[src/rtl/mem_stage_lsu.sv]
// mem_stage_lsu: memory-stage load/store unit.
// Takes the EX/MEM load/store controls, issues one valid/ready request on the
// data-memory bus per access, formats load data for MEM/WB and holds the
// front of the pipeline via stall_out until the access has finished.
module mem_stage_lsu #(
   parameter int DATA_W = 64,
   parameter int STRB_W = 8
) (
   input  logic              clk,
   input  logic              reset,
   input  logic              memRead_in,
   input  logic              memWrite_in,
   input  logic [2:0]        memType_in,
   input  logic [DATA_W-1:0] addr_in,
   input  logic [DATA_W-1:0] writeData_in,
   output logic              stall_out,
   output logic [DATA_W-1:0] loadData_out,
   output logic              loadValid_out,
   output logic              misaligned_out,
   output logic              accessFault_out,
   output logic [DATA_W-1:0] faultAddr_out,
   output logic              dmem_req_valid,
   input  logic              dmem_req_ready,
   output logic              dmem_we,
   output logic [DATA_W-1:0] dmem_addr,
   output logic [DATA_W-1:0] dmem_wdata,
   output logic [STRB_W-1:0] dmem_wstrb,
   input  logic              dmem_rvalid,
   input  logic [DATA_W-1:0] dmem_rdata,
   input  logic              dmem_err
);

   typedef enum logic [1:0] {IDLE, REQ, WAIT, DONE} state_t;

   // Everything the bus request needs, frozen at acceptance so the bus sees
   // stable fields however long req_ready stays low.
   typedef struct packed {
      logic              we;
      logic [2:0]        mtype;
      logic [2:0]        off;
      logic [DATA_W-1:0] addr;
      logic [DATA_W-1:0] wdata;
      logic [STRB_W-1:0] wstrb;
   } req_t;

   state_t            state_q, state_d;
   req_t              req_q;
   logic              mis_q, err_q, rd_ok_q;

   logic              start;
   logic              fault_in;
   logic [STRB_W-1:0] size_mask;
   logic [5:0]        shamt_in;
   logic [DATA_W-1:0] wdata_fmt;
   logic [STRB_W-1:0] wstrb_fmt;
   logic [DATA_W-1:0] rd_shift;
   logic [DATA_W-1:0] rd_ext;

   // A simultaneous read and write is handled as a write.
   assign start = memRead_in | memWrite_in;

   // Alignment check on the incoming access; reserved type always faults.
   always_comb begin
      fault_in = 1'b0;
      case (memType_in)
         3'b001, 3'b101: fault_in = addr_in[0];
         3'b010, 3'b110: fault_in = |addr_in[1:0];
         3'b011:         fault_in = |addr_in[2:0];
         3'b111:         fault_in = 1'b1;
         default:        fault_in = 1'b0;
      endcase
   end

   // Byte-enable mask for the access size before lane shifting.
   always_comb begin
      size_mask = '0;
      case (memType_in[1:0])
         2'b00:   size_mask = 8'h01;
         2'b01:   size_mask = 8'h03;
         2'b10:   size_mask = 8'h0F;
         default: size_mask = 8'hFF;
      endcase
   end

   // Move LSB-aligned store data and strobes onto the addressed byte lanes.
   assign shamt_in  = {addr_in[2:0], 3'b000};
   assign wdata_fmt = writeData_in << shamt_in;
   assign wstrb_fmt = size_mask << addr_in[2:0];

   // Bring the addressed lane of read data down to bit 0.
   assign rd_shift = dmem_rdata >> {req_q.off, 3'b000};

   // Sign/zero extension of the load result according to the latched type.
   always_comb begin
      rd_ext = rd_shift;
      case (req_q.mtype)
         3'b000:  rd_ext = {{(DATA_W-8){rd_shift[7]}},   rd_shift[7:0]};
         3'b001:  rd_ext = {{(DATA_W-16){rd_shift[15]}}, rd_shift[15:0]};
         3'b010:  rd_ext = {{(DATA_W-32){rd_shift[31]}}, rd_shift[31:0]};
         3'b100:  rd_ext = {{(DATA_W-8){1'b0}},          rd_shift[7:0]};
         3'b101:  rd_ext = {{(DATA_W-16){1'b0}},         rd_shift[15:0]};
         3'b110:  rd_ext = {{(DATA_W-32){1'b0}},         rd_shift[31:0]};
         default: rd_ext = rd_shift;
      endcase
   end

   // State register; reset drops req_valid at once and forgets the access.
   always_ff @(posedge clk or posedge reset) begin
      if (reset) state_q <= IDLE;
      else       state_q <= state_d;
   end

   // Next state plus the state-decoded handshake, stall and pulse outputs.
   always_comb begin
      state_d         = state_q;
      stall_out       = 1'b0;
      dmem_req_valid  = 1'b0;
      loadValid_out   = 1'b0;
      misaligned_out  = 1'b0;
      accessFault_out = 1'b0;
      case (state_q)
         IDLE: begin
            stall_out = start;
            if (start) state_d = fault_in ? DONE : REQ;
         end
         REQ: begin
            stall_out      = 1'b1;
            dmem_req_valid = 1'b1;
            if (dmem_req_ready) state_d = WAIT;
         end
         WAIT: begin
            stall_out = 1'b1;
            if (dmem_rvalid) state_d = DONE;
         end
         DONE: begin
            // Stall is low here so the pipeline moves on; inputs are not
            // looked at, which keeps the same instruction from reissuing.
            loadValid_out   = rd_ok_q;
            misaligned_out  = mis_q;
            accessFault_out = err_q;
            state_d         = IDLE;
         end
         default: state_d = IDLE;
      endcase
   end

   // Latch the request on acceptance and capture the response in WAIT.
   always_ff @(posedge clk or posedge reset) begin
      if (reset) begin
         req_q         <= '0;
         mis_q         <= 1'b0;
         err_q         <= 1'b0;
         rd_ok_q       <= 1'b0;
         loadData_out  <= '0;
         faultAddr_out <= '0;
      end else begin
         case (state_q)
            IDLE: begin
               if (start) begin
                  mis_q   <= fault_in;
                  err_q   <= 1'b0;
                  rd_ok_q <= 1'b0;
                  if (fault_in) begin
                     faultAddr_out <= addr_in;
                  end else begin
                     req_q.we    <= memWrite_in;
                     req_q.mtype <= memType_in;
                     req_q.off   <= addr_in[2:0];
                     req_q.addr  <= addr_in;
                     req_q.wdata <= memWrite_in ? wdata_fmt : '0;
                     req_q.wstrb <= memWrite_in ? wstrb_fmt : '0;
                  end
               end
            end
            WAIT: begin
               if (dmem_rvalid) begin
                  if (dmem_err) begin
                     err_q         <= 1'b1;
                     faultAddr_out <= req_q.addr;
                  end else if (!req_q.we) begin
                     loadData_out <= rd_ext;
                     rd_ok_q      <= 1'b1;
                  end
               end
            end
            default: ;
         endcase
      end
   end

   // Bus fields come straight from the frozen request.
   assign dmem_we    = req_q.we;
   assign dmem_addr  = {req_q.addr[DATA_W-1:3], 3'b000};
   assign dmem_wdata = req_q.wdata;
   assign dmem_wstrb = req_q.wstrb;

endmodule

[config.mk]
export PLATFORM = sky130hd
export DESIGN_NAME = mem_stage_lsu
export DESIGN_NICKNAME = d
export VERILOG_FILES = /design/src/rtl/mem_stage_lsu.sv
export SDC_FILE = /design/constraint.sdc
export NUM_CORES = 1
export LEC_CHECK = 0
export CAP_MARGIN = 20
export CELL_PAD_IN_SITES_DETAIL_PLACEMENT = 1
export CELL_PAD_IN_SITES_GLOBAL_PLACEMENT = 1
export CORE_MARGIN = 2
export CORE_UTILIZATION = 36
export DETAILED_ROUTE_END_ITERATION = 6
export PLACE_DENSITY_LB_ADDON = 0.1
export SYNTH_ARGS = -nofsm -noshare
export SYNTH_HDL_FRONTEND = slang
export SYNTH_SLANG_ARGS = --single-unit
export TNS_END_PERCENT = 50
[constraint.sdc]
create_clock -name clk -period 9.4 [get_ports clk]
set_input_delay 0.94 -clock clk [delete_from_list [all_inputs] [get_ports clk]]
set_output_delay 0.94 -clock clk [all_outputs]
set_load 0.05 [all_outputs]
==> qor.yml <==
r2r-start: "req_q[136]$_DFFE_PP0P_"
power_per_cell_area_mw_per_mm2: 419
period_minus_slack_ps: 3650
rows: 74
routabilityCongestion: 0.822
cp_cell_sequence: "clkdlybuf4s50_1 > or2_2 > a21oi_1 > nor2_1 > clkdlybuf4s50_1"
path_depth: 5
final-setup-viol-count: 0
seqCellArea_sq_mm: 0.00683
maxCapViolCount: 0
ys_seq_area_share_pct: 45.6
leakage_nw: 8.42
critical_path_required_ps: 8460
path_clk_slew_ps: 50
worst_hold_slack_ps: 473
dp_hpwl_um: 37200
ant_nets: 0
start_util_pct: 36.6
drtPass1Iterations: 4
setup_tns_ps: 0
drv_slew: 0
grt_pass1_vias: 13200
die_height_um: 208
ioPinCount: 472
fmax_mhz: 274
r2r_end: "loadData_out[32]$_DFFE_PP0P_"
root_buffer: "clkbuf_16"
period_share_pct: 38.9
fillCellCount: 4489
grt_pass1_wl_um: 79400
clk_latency_ps: 550
dpl.cell_count: 2248
critPathCapture: "stall_out"
grt_max_degree: 149
post_cts_resized: 0
synthDistinctLibCells: 47
routed_wl_um: 51900
overflow: 0
coreArea_sq_mm: 0.0409
critPathMaxStageDelay_ps: 740
cp_data_arrival_time_ps: 2710
drc_errors: 0
drtIter0Drc: 603
max-slew-margin-rel_pct: 34.7
worst_slew_pin_slew_ps: 972
grt.total_usage_pct: 23.6
multi_input_area_sq_mm: 0.00663
peakVddDrop_v: 0.000208
avgSynthCellArea_sq_um: 10.1
synthCells: 1481
io_buffers: 468
async_flop_share_pct: 100
setup.worst_path.start: "memWrite_in"
utilization_pct: 49.3
status: "finished clean"
ctsHtreeMaxLevel: 2
crit_fanout: 7
rsz0062_at_grt: "false"
total_power_mw: 8.45
dieArea_sq_mm: 0.0432
r2r_cells: 7
end_kind: "output port"
vias: 12300
antenna_found_initial: 5
syn-cell-area_sq_mm: 0.0150
layout.cells.non_filler: 2312
cts_tree: "built"
hold_buffers: 0
clock_skew_ps: 16.6
hp-class: "reg2reg"
drt-wirelength-per-cell_um: 22.5
path_class: "in2out"
crit_family: "buffers and inverters"
critical_path_buf_inv_count: 2
antenna_cells: 0
numClockSinks: 273
crit_slowest_cell: "clkdlybuf4s50_1"
viasPerCell: 5.32
yosys_warnings: 0
die_x_um: 208
synth-edff-count: 0
cts_inserted_buffers: 36
post_cts_buffers: 0
rrSetupSlack_ps: 5930
cp_common_cell: "clkdlybuf4s50_1"
layout-drive-gt1-share_pct: 11.2
start_kind: "input port"
hold_violations: 0
ys.flop_type: "dfrtp_1"
final_net_count: 1964
clockBufferDepth: 3
syn_to_final_growth_pct: 34.9
ys_ff_latch: 273
metrics by stage:
step / instance area (sq um) / setup WS (ps)
after floorplan: 15000 / 936
after global placement: 19000 / 4910
after detailed placement: 19000 / 4890
after CTS: 20200 / 5470
after global routing: 20200 / 5620
final: 20200 / 5750
worst reg2reg max path, cell delays in order, from the launching register on:
cell and delay, ps:
dfrtp_2 340, buf_4 650, inv_1 610, nor3_1 410, nor4b_2 150, a311oi_4 580
buf_4 410, a31oi_1 160
layer usage:
metal | up-vias | track usage [%] | share of wire, %
met5 | - | 0 | 0.085
met4 | 8 | 8.19 | 3.0
met3 | 92 | 6.19 | 6.5
met2 | 346 | 41.1 | 51
met1 | 6210 | 28.0 | 40
li1 | 5654 | - | -
cells in the final DEF (no fill, tap or decap), types with 3 or more instances in the layout:
master           count
conb_1               3
a21oi_1             71
buf_4               19
mux2_2              93
a211oi_1            44
or2_2                3
clkbuf_1             7
clkbuf_8             9
o211ai_1             3
nand2b_1            10
nor3_1               4
a31oi_1             51
o2bb2ai_1            7
o21ai_0            113
clkbuf_16           36
clkinv_2             4
ha_1                 5
nor2b_1             21
o22a_1               5
a22o_1              40
mux4_2              13
mux2i_1            160
o22ai_1              7
nand2_1            148
and2_1               6
and3_1               3
dfrtp_1            271
inv_1                9
nor2_1             111
clkdlybuf4s50_1    466
registers in the layout, indices dropped and copies added, names as in the netlist:
name,count
dmem_wdata,64
dmem_we,1
state_q,2
dmem_wstrb,8
faultAddr_out,64
rd_ok_q,1
mis_q,1
loadData_out,64
err_q,1
req_q,6
dmem_addr,61
cells in the mapped netlist, drive strengths merged, types with 13 or more instances:
| library cell | count | area (sq um) |
|---|---|---|
| mux2 | 93 | 1050 |
| dfrtp | 273 | 6830 |
| buf | 172 | 1210 |
| mux2i | 160 | 1600 |
| nor2b | 21 | 131 |
| nand2 | 148 | 556 |
| nor2 | 112 | 420 |
| o21ai | 114 | 571 |
| a22o | 40 | 350 |
| a21oi | 71 | 355 |
| mux4 | 13 | 293 |
| clkbuf | 82 | 309 |
| a211oi | 44 | 330 |
| a31oi | 52 | 332 |
worst min-delay path by stage:
| stage | startpoint | endpoint | slack (ps) | depth (start not counted) |
|---|---|---|---|---|
| global route | faultAddr_out[7]$_DFFE_PP0P_ | faultAddr_out[7]$_DFFE_PP0P_ | 500 | 2 |
| CTS | faultAddr_out[8]$_DFFE_PP0P_ | faultAddr_out[8]$_DFFE_PP0P_ | 480 | 2 |
| global placement | faultAddr_out[43]$_DFFE_PP0P_ | faultAddr_out[43]$_DFFE_PP0P_ | 460 | 2 |
| detailed placement | faultAddr_out[8]$_DFFE_PP0P_ | faultAddr_out[8]$_DFFE_PP0P_ | 470 | 2 |
| floorplan | dmem_wstrb[3]$_DFFE_PP0P_ | dmem_wstrb[3]$_DFFE_PP0P_ | 450 | 2 |
| finish | faultAddr_out[8]$_DFFE_PP0P_ | faultAddr_out[8]$_DFFE_PP0P_ | 470 | 2 |
kinds of logic after synthesis:
| group | Yosys count | share of synthesized area (%) |
|---|---|---|
| compound gates | 355 | 14.9 |
| simple gates | 315 | 8.89 |
| flops | 273 | 45.6 |
| mux | 266 | 19.6 |
| buf+inv | 265 | 10.4 |
| fa+ha+maj | 6 | 0.501 |
| other cells | 1 | 0.0250 |
power by group:
part           internal [mW]  switching, mW  total (mW)  leakage, nW
logic                   1.70           3.30        5.00         4.48
registers               1.73          0.378        2.11         3.38
clock network          0.784          0.555        1.34        0.564
total                   4.22           4.24        8.45         8.42
cell type report:
cell class                 instances  area share [%]
clock inverter                    10           0.459
tap                              532            3.30
timing repair buffer             489            24.1
multi-input combinational        945            32.9
inverter                          11           0.242
sequential                       273            33.8
clock buffer                      52            5.20
Note: power is estimated with default switching activity, not from simulation.
